[src/rtl/dot_product_sequencer.sv]
// Control FSM sequencing one dot-product job: LOAD -> COMPUTE -> COMMIT -> writeback -> DONE.
// Optional DOTP_SEQ_PERF_EN adds perf_cycles/perf_stalls job counters.
module dot_product_sequencer #(
    parameter int Addr_Width           = 4,
    parameter int Nums_Data            = 16,
    parameter int Nums_Pipeline_Stages = 4,
    parameter int Para_Deg             = 1,
    parameter int Step_Width           = 6
) (
    input  logic                  clk,
    input  logic                  reset_n,
    input  logic                  start,
    input  logic                  load_old_output,
    input  logic [Addr_Width-1:0] result_addr,
    input  logic                  load_valid,
    output logic                  load_ready,
    output logic                  mem_we_in,
    output logic [Addr_Width-1:0] mem_waddr,
    output logic                  mem_re,
    output logic [Addr_Width-1:0] mem_raddr,
    output logic                  pe_clear,
    output logic                  pe_valid,
    output logic                  pe_load_old,
    output logic                  out_we,
    output logic                  out_re,
    output logic [Addr_Width-1:0] out_addr,
    output logic                  wb_valid,
    input  logic                  wb_ready,
    output logic                  busy,
    output logic                  done,
    output logic [Step_Width-1:0] step
`ifdef DOTP_SEQ_PERF_EN
    ,
    output logic [31:0]           perf_cycles,
    output logic [31:0]           perf_stalls
`endif
);

    localparam int Beats = Nums_Data / Para_Deg;
    localparam logic [Step_Width-1:0] BeatsW   = Step_Width'(Beats);
    localparam logic [Step_Width-1:0] LastBeat = Step_Width'(Beats - 1);
    localparam logic [Step_Width-1:0] LastStep = Step_Width'(Beats + Nums_Pipeline_Stages - 1);

    typedef enum logic [2:0] {
        S_IDLE,
        S_LOAD,
        S_COMPUTE,
        S_COMMIT,
        S_WB_READ,
        S_WB_SEND,
        S_DONE
    } state_t;

    state_t                state_q, state_d;
    logic [Step_Width-1:0] step_q, step_d;
    logic                  load_old_q, load_old_d;
    logic [Addr_Width-1:0] result_addr_q, result_addr_d;
    logic                  pe_clear_q, pe_clear_d;
    logic                  pe_valid_q, pe_valid_d;

    always_ff @(posedge clk) begin
        if (!reset_n) begin
            state_q       <= S_IDLE;
            step_q        <= '0;
            load_old_q    <= 1'b0;
            result_addr_q <= '0;
            pe_clear_q    <= 1'b0;
            pe_valid_q    <= 1'b0;
        end else begin
            state_q       <= state_d;
            step_q        <= step_d;
            load_old_q    <= load_old_d;
            result_addr_q <= result_addr_d;
            pe_clear_q    <= pe_clear_d;
            pe_valid_q    <= pe_valid_d;
        end
    end

    always_comb begin
        state_d       = state_q;
        step_d        = step_q;
        load_old_d    = load_old_q;
        result_addr_d = result_addr_q;
        pe_clear_d    = 1'b0;
        load_ready    = 1'b0;
        mem_we_in     = 1'b0;
        mem_waddr     = '0;
        mem_re        = 1'b0;
        mem_raddr     = '0;
        pe_load_old   = 1'b0;
        out_we        = 1'b0;
        out_re        = 1'b0;
        out_addr      = '0;
        wb_valid      = 1'b0;
        done          = 1'b0;
        unique case (state_q)
            S_IDLE: begin
                if (start) begin
                    load_old_d    = load_old_output;
                    result_addr_d = result_addr;
                    step_d        = '0;
                    state_d       = S_LOAD;
                end
            end
            S_LOAD: begin
                load_ready = 1'b1;
                mem_waddr  = step_q[Addr_Width-1:0];
                if (load_valid) begin
                    mem_we_in = 1'b1;
                    if (step_q == LastBeat) begin
                        step_d     = '0;
                        pe_clear_d = 1'b1;
                        state_d    = S_COMPUTE;
                    end else begin
                        step_d = step_q + 1'b1;
                    end
                end
            end
            S_COMPUTE: begin
                // Reads stop after the last beat; remaining steps drain the PE pipeline.
                if (step_q < BeatsW) begin
                    mem_re    = 1'b1;
                    mem_raddr = step_q[Addr_Width-1:0];
                end
                pe_load_old = load_old_q && (step_q == '0);
                if (step_q == LastStep) begin
                    step_d  = '0;
                    state_d = S_COMMIT;
                end else begin
                    step_d = step_q + 1'b1;
                end
            end
            S_COMMIT: begin
                out_we   = 1'b1;
                out_addr = result_addr_q;
                step_d   = '0;
                state_d  = S_WB_READ;
            end
            S_WB_READ: begin
                out_re   = 1'b1;
                out_addr = step_q[Addr_Width-1:0];
                state_d  = S_WB_SEND;
            end
            S_WB_SEND: begin
                // Address held so the output SRAM keeps driving the same word until accepted.
                wb_valid = 1'b1;
                out_addr = step_q[Addr_Width-1:0];
                if (wb_ready) begin
                    if (step_q == LastBeat) begin
                        step_d  = '0;
                        state_d = S_DONE;
                    end else begin
                        step_d  = step_q + 1'b1;
                        state_d = S_WB_READ;
                    end
                end
            end
            S_DONE: begin
                done    = 1'b1;
                state_d = S_IDLE;
            end
            default: state_d = S_IDLE;
        endcase
        // Input SRAM read data arrives one cycle after mem_re.
        pe_valid_d = mem_re;
    end

    assign pe_clear = pe_clear_q;
    assign pe_valid = pe_valid_q;
    assign busy     = (state_q != S_IDLE);
    assign step     = step_q;

`ifdef DOTP_SEQ_PERF_EN
    logic [31:0] perf_cycles_q, perf_cycles_d;
    logic [31:0] perf_stalls_q, perf_stalls_d;

    always_comb begin
        perf_cycles_d = perf_cycles_q;
        perf_stalls_d = perf_stalls_q;
        if (state_q == S_IDLE) begin
            // The accepting IDLE cycle is counted as the first cycle of the job.
            if (start) begin
                perf_cycles_d = 32'd1;
                perf_stalls_d = '0;
            end
        end else begin
            perf_cycles_d = perf_cycles_q + 32'd1;
            if ((state_q == S_LOAD && !load_valid) || (state_q == S_WB_SEND && !wb_ready)) begin
                perf_stalls_d = perf_stalls_q + 32'd1;
            end
        end
    end

    always_ff @(posedge clk) begin
        if (!reset_n) begin
            perf_cycles_q <= '0;
            perf_stalls_q <= '0;
        end else begin
            perf_cycles_q <= perf_cycles_d;
            perf_stalls_q <= perf_stalls_d;
        end
    end

    assign perf_cycles = perf_cycles_q;
    assign perf_stalls = perf_stalls_q;
`endif

endmodule

[config.mk]
export PLATFORM = sky130hd
export DESIGN_NAME = dot_product_sequencer
export DESIGN_NICKNAME = d
export VERILOG_FILES = /design/src/rtl/dot_product_sequencer.sv
export SDC_FILE = /design/constraint.sdc
export NUM_CORES = 1
export LEC_CHECK = 0
export BUFFER_PORTS_ARGS = -buffer_cell sky130_fd_sc_hd__clkbuf_2
export CORE_ASPECT_RATIO = 1.1
export CORE_MARGIN = 3
export CORE_UTILIZATION = 25
export DETAILED_ROUTE_END_ITERATION = 10
export RECOVER_POWER = 50
export SYNTH_ARGS = -nofsm -noshare
export SYNTH_HDL_FRONTEND = slang
export SYNTH_SLANG_ARGS = --single-unit
[constraint.sdc]
create_clock -name clk -period 1.4 [get_ports clk]
set_input_delay 0.07 -clock clk [delete_from_list [all_inputs] [get_ports clk]]
set_output_delay 0.07 -clock clk [all_outputs]
set_load 0.01 [all_outputs]
==> flow_results.org <==
** Outcome
- The run finished, with violations left.
- The final reports fail on negative setup slack.

** Cells and area
- Relative to the synthesized area, the layout overhead comes to 73.7%.
- # nets final :: a little under 200
- The repair_antennas step left the layout with diodes totalling 0.
- Once layout is complete, the utilization of the core stands at a little under half.
- Layout cells sized above 1 :: 61.1%

** Floorplanning
- I/O pin count :: 39
- After floorplanning, the core was sized to cover 0.00371 mm².
- The die is between 70 and 80 µm tall.
- Overall die area :: 0.00470 mm²
- Initial cell density of the core :: 26.4%
- From left edge to right edge, the die measures 65.7 µm.
- Rows :: 23

** Clock tree
- Clock Tree Root :: clkbuf_8
- Clock-pin slew on the worst setup and hold paths :: 0.07 ns
- Number of H-tree levels :: 1
- Max Root-Sink Buffers :: 2
- TritonCTS built the clock tree.
- Hold repair after CTS inserted 0 buffers.
- For the worst-skew pair, the clock arrives at the later sink with an insertion delay of 0.25 ns.
- Clock net sink count :: 16
- CTS Buf Count :: 3

** Timing
- Final critical-path setup slack :: -0.0404 ns
- Final worst hold slack :: ~0.09 ns
- Of the available clock period, the critical path in the final layout requires 103%.
- The number of pins with negative max-slew slack in the final report was 0.
- Total setup violations reported at the end of the flow :: 7
- The worst pin sits at a relative slew slack of 86.3%.
- Max Clock Skew :: between 0.005 and 0.006 ns
- RSZ-0062 raised after global routing :: yes
- Number of hold-slack violations in the final timing report :: 0
- Actual slew at the worst max-slew pin :: 0.203 ns
- Highest achievable clock rate :: about 700 MHz
- Final-layout setup total negative slack :: -0.121 ns
- Time the final worst path needs with I/O delays and setup :: 1.44 ns

** Power and ir drop
- Summing internal, switching and leakage power gives 1.03 mW.
- Total power divided by cell area :: slightly above 600 mW/mm²
- The internal portion of the total power is around 0.77 mW.
- Peak supply drop :: 234 µV
- Static leakage power :: roughly 0.77 nW
- Relative contribution of sequential cells to total power :: 46.0%
- Clock Power Share :: between 30% and 40%
- Of the total power, combinational logic draws 19.3%.
- Switching pwr :: approximately 0.26 mW
- Fraction of power spent switching nets :: between 20% and 30%

** Routing
- Drt total wl :: between 3000 and 4000 µm
- Number of iterations in the first detailed-routing pass :: 4
- In this run, the number of DRC markers left after iteration 0 of detailed routing was 34.
- Antenna-violating nets left :: 0
- Sum of met3 wire segment lengths after detailed routing :: around 150 µm
- Using the TritonRoute via totals, the vias-per-cell ratio works out to 4.70.
- Dividing the detail-routed wire length by the instance count gives 14.0 µm.
- In the routed design, unresolved DRC markers number 0.
- Via count :: 1105
- In the final routing, the length of wire on met1 measures ~1400 µm.
- DR WL met2 :: 1700 µm
- Highest layer used for signal routing :: met4

** Global routing
- The number of antenna violations at the first check in global routing came to 0.
- First-pass GRT wire length :: 5030 µm
- Across every metal layer, demand over resource in global routing totals a little over an eighth.
- Entering global routing, the biggest net connects 18 pins.
- The via count of the first global-routing pass is around 1100.
- Overflow left after global routing :: 0

** Critical path
- Required @ worst endpoint :: 1.33 ns
- The worst setup path is of the register to output pin kind.
- STA classifies the critical path endpoint as an output pin.
- Category of the worst setup path launch point :: register
- Data on the critical path arrives at its endpoint at ~1.4 ns.
- Maximum fanout count along the critical path :: 6

** Synthesis
- Part of the Yosys area used for sequential elements :: approximately a third
- Synthesized netlist cell count :: 114
- Syn. warnings :: 0
- Top_reg_cell synth :: dfxtp_1
- Post-synthesis net count :: 126
- Number of synthesized register bits :: 16
- In this run, synthesis inferred 0 flip-flops with an integrated enable.
- Netlist area before placement :: 978 µm²
- Each instance of the synthesized netlist takes up on average 8.58 µm².
- After synthesis, the netlist uses 40 different library cells.
- For this run, asynchronously set or reset flops after synthesis account for 0%.

** Placed design
- Dpl ws :: -0.0594 ns
- Total half-perimeter wirelength after legalization and detailed placement :: 2420 µm
- At the end of routability-driven placement, the weighted congestion stood at 0.815.
- Count of buffers inserted at the top-level ports :: 38

** Min path
- The tightest min-delay check is of the input port to register type.

** Run
- The tool flagged a number of max-cap violations equal to 0.
## synthesized netlist by cell type, drive strengths merged (2+ instances only)
cell	instances	share of area [%]
dfxtp	16	33
nor2	11	5.0
and2	8	5.1
nor2b	8	5.1
nand2	6	2.6
nand3	6	3.6
a22o	5	4.5
inv	5	1.9
mux2i	5	5.1
nor3	5	4.2
a21boi	3	2.3
a31o	3	2.7
buf	3	1.8
a21oi	2	1.0
and3	2	1.3
clkbuf	2	0.77
ha	2	2.6
nor3b	2	1.5
nor4	2	1.3
o21a	2	1.5
o21ai	2	1.0
o31ai	2	1.5
or2	2	1.3
## through the flow
stage	std cells	cell area, µm²
after floorplan	114	1010
after global placement	224	1440
after detailed placement	224	1440
after CTS	231	1570
after global routing	235	1700
final	235	1700
## placed cells by master, fill, tap and decap left out, drive strengths merged, types with 3 or more instances in the layout
cell	count
a21boi	3
a22o	5
a31o	3
and2	8
buf	46
clkbuf	30
dfxtp	16
inv	5
mux2i	5
nand2	6
nand3	6
nor2	11
nor2b	8
nor3	5
## sequential cells by signal, indices dropped and copies added (netlist names)
signal and cells:
step 6, state_q 3, result_addr_q 4, load_old_q 1, pe_clear 1, pe_valid 1
## worst max-delay path: stages (launching register included)
cell,delay [ns]
dfxtp_4,0.41
buf_6,0.12
nor2b_4,0.18
and2_4,0.17
a22o_1,0.12
buf_2,0.12
## power groups by stage
stage                     sequential, mW  combinational, mW  clock [mW]
after global placement             0.485              0.162           0
after CTS                          0.473              0.177       0.373
after floorplan                    0.487             0.0892           0
after global routing               0.475              0.215       0.396
final                              0.473              0.198       0.358
after detailed placement           0.486              0.165           0
## area by class of cell
class                      count  area, µm²
inverter                       5       18.8
sequential                    16        345
multi-input combinational     88        756
timing repair buffer          72        472
clock buffer                   4       45.0
fill                         360       2010
tap                           50       62.6
## metal layers
metal | track usage [%] | vias up
li1 | - | 552
met1 | 16.1 | 517
met2 | 24.7 | 32
met3 | 1.57 | 4
met4 | 5.99 | 0
met5 | 0 | -
## kinds of logic after synthesis
group | after synthesis | synth area share [%]
multiplexers | 5 | 5.12
adder cells (fa/ha/maj) | 2 | 2.56
AO/OA/AOI/OAI | 24 | 20.1
flip-flops | 16 | 32.7
buffers and inverters | 10 | 4.48
XOR/XNOR | 1 | 0.895
AND/OR/NAND/NOR | 56 | 34.1
## timing repair
| action | 4_1_cts | 5_1_grt |
|---|---|---|
| setup buffers | 3 | 4 |
| pin swaps | 5 | 12 |
| gates resized for setup | 19 | 36 |
| endpoints found under the setup margin | 21 | 24 |
## worst paths after layout
check | from | end | slack [ns] | cells past startpoint
hold / removal | result_addr[3] | result_addr_q[3] | 0.09 | 3
setup / recovery | state_q[0] | out_addr[3] | -0.04 | 5
hold reg to reg | state_q[1] | state_q[0] | 0.48 | 1
setup reg to reg | step[1] | step[4] | -0.02 | 6
Note: power is estimated with default switching activity, not from simulation.
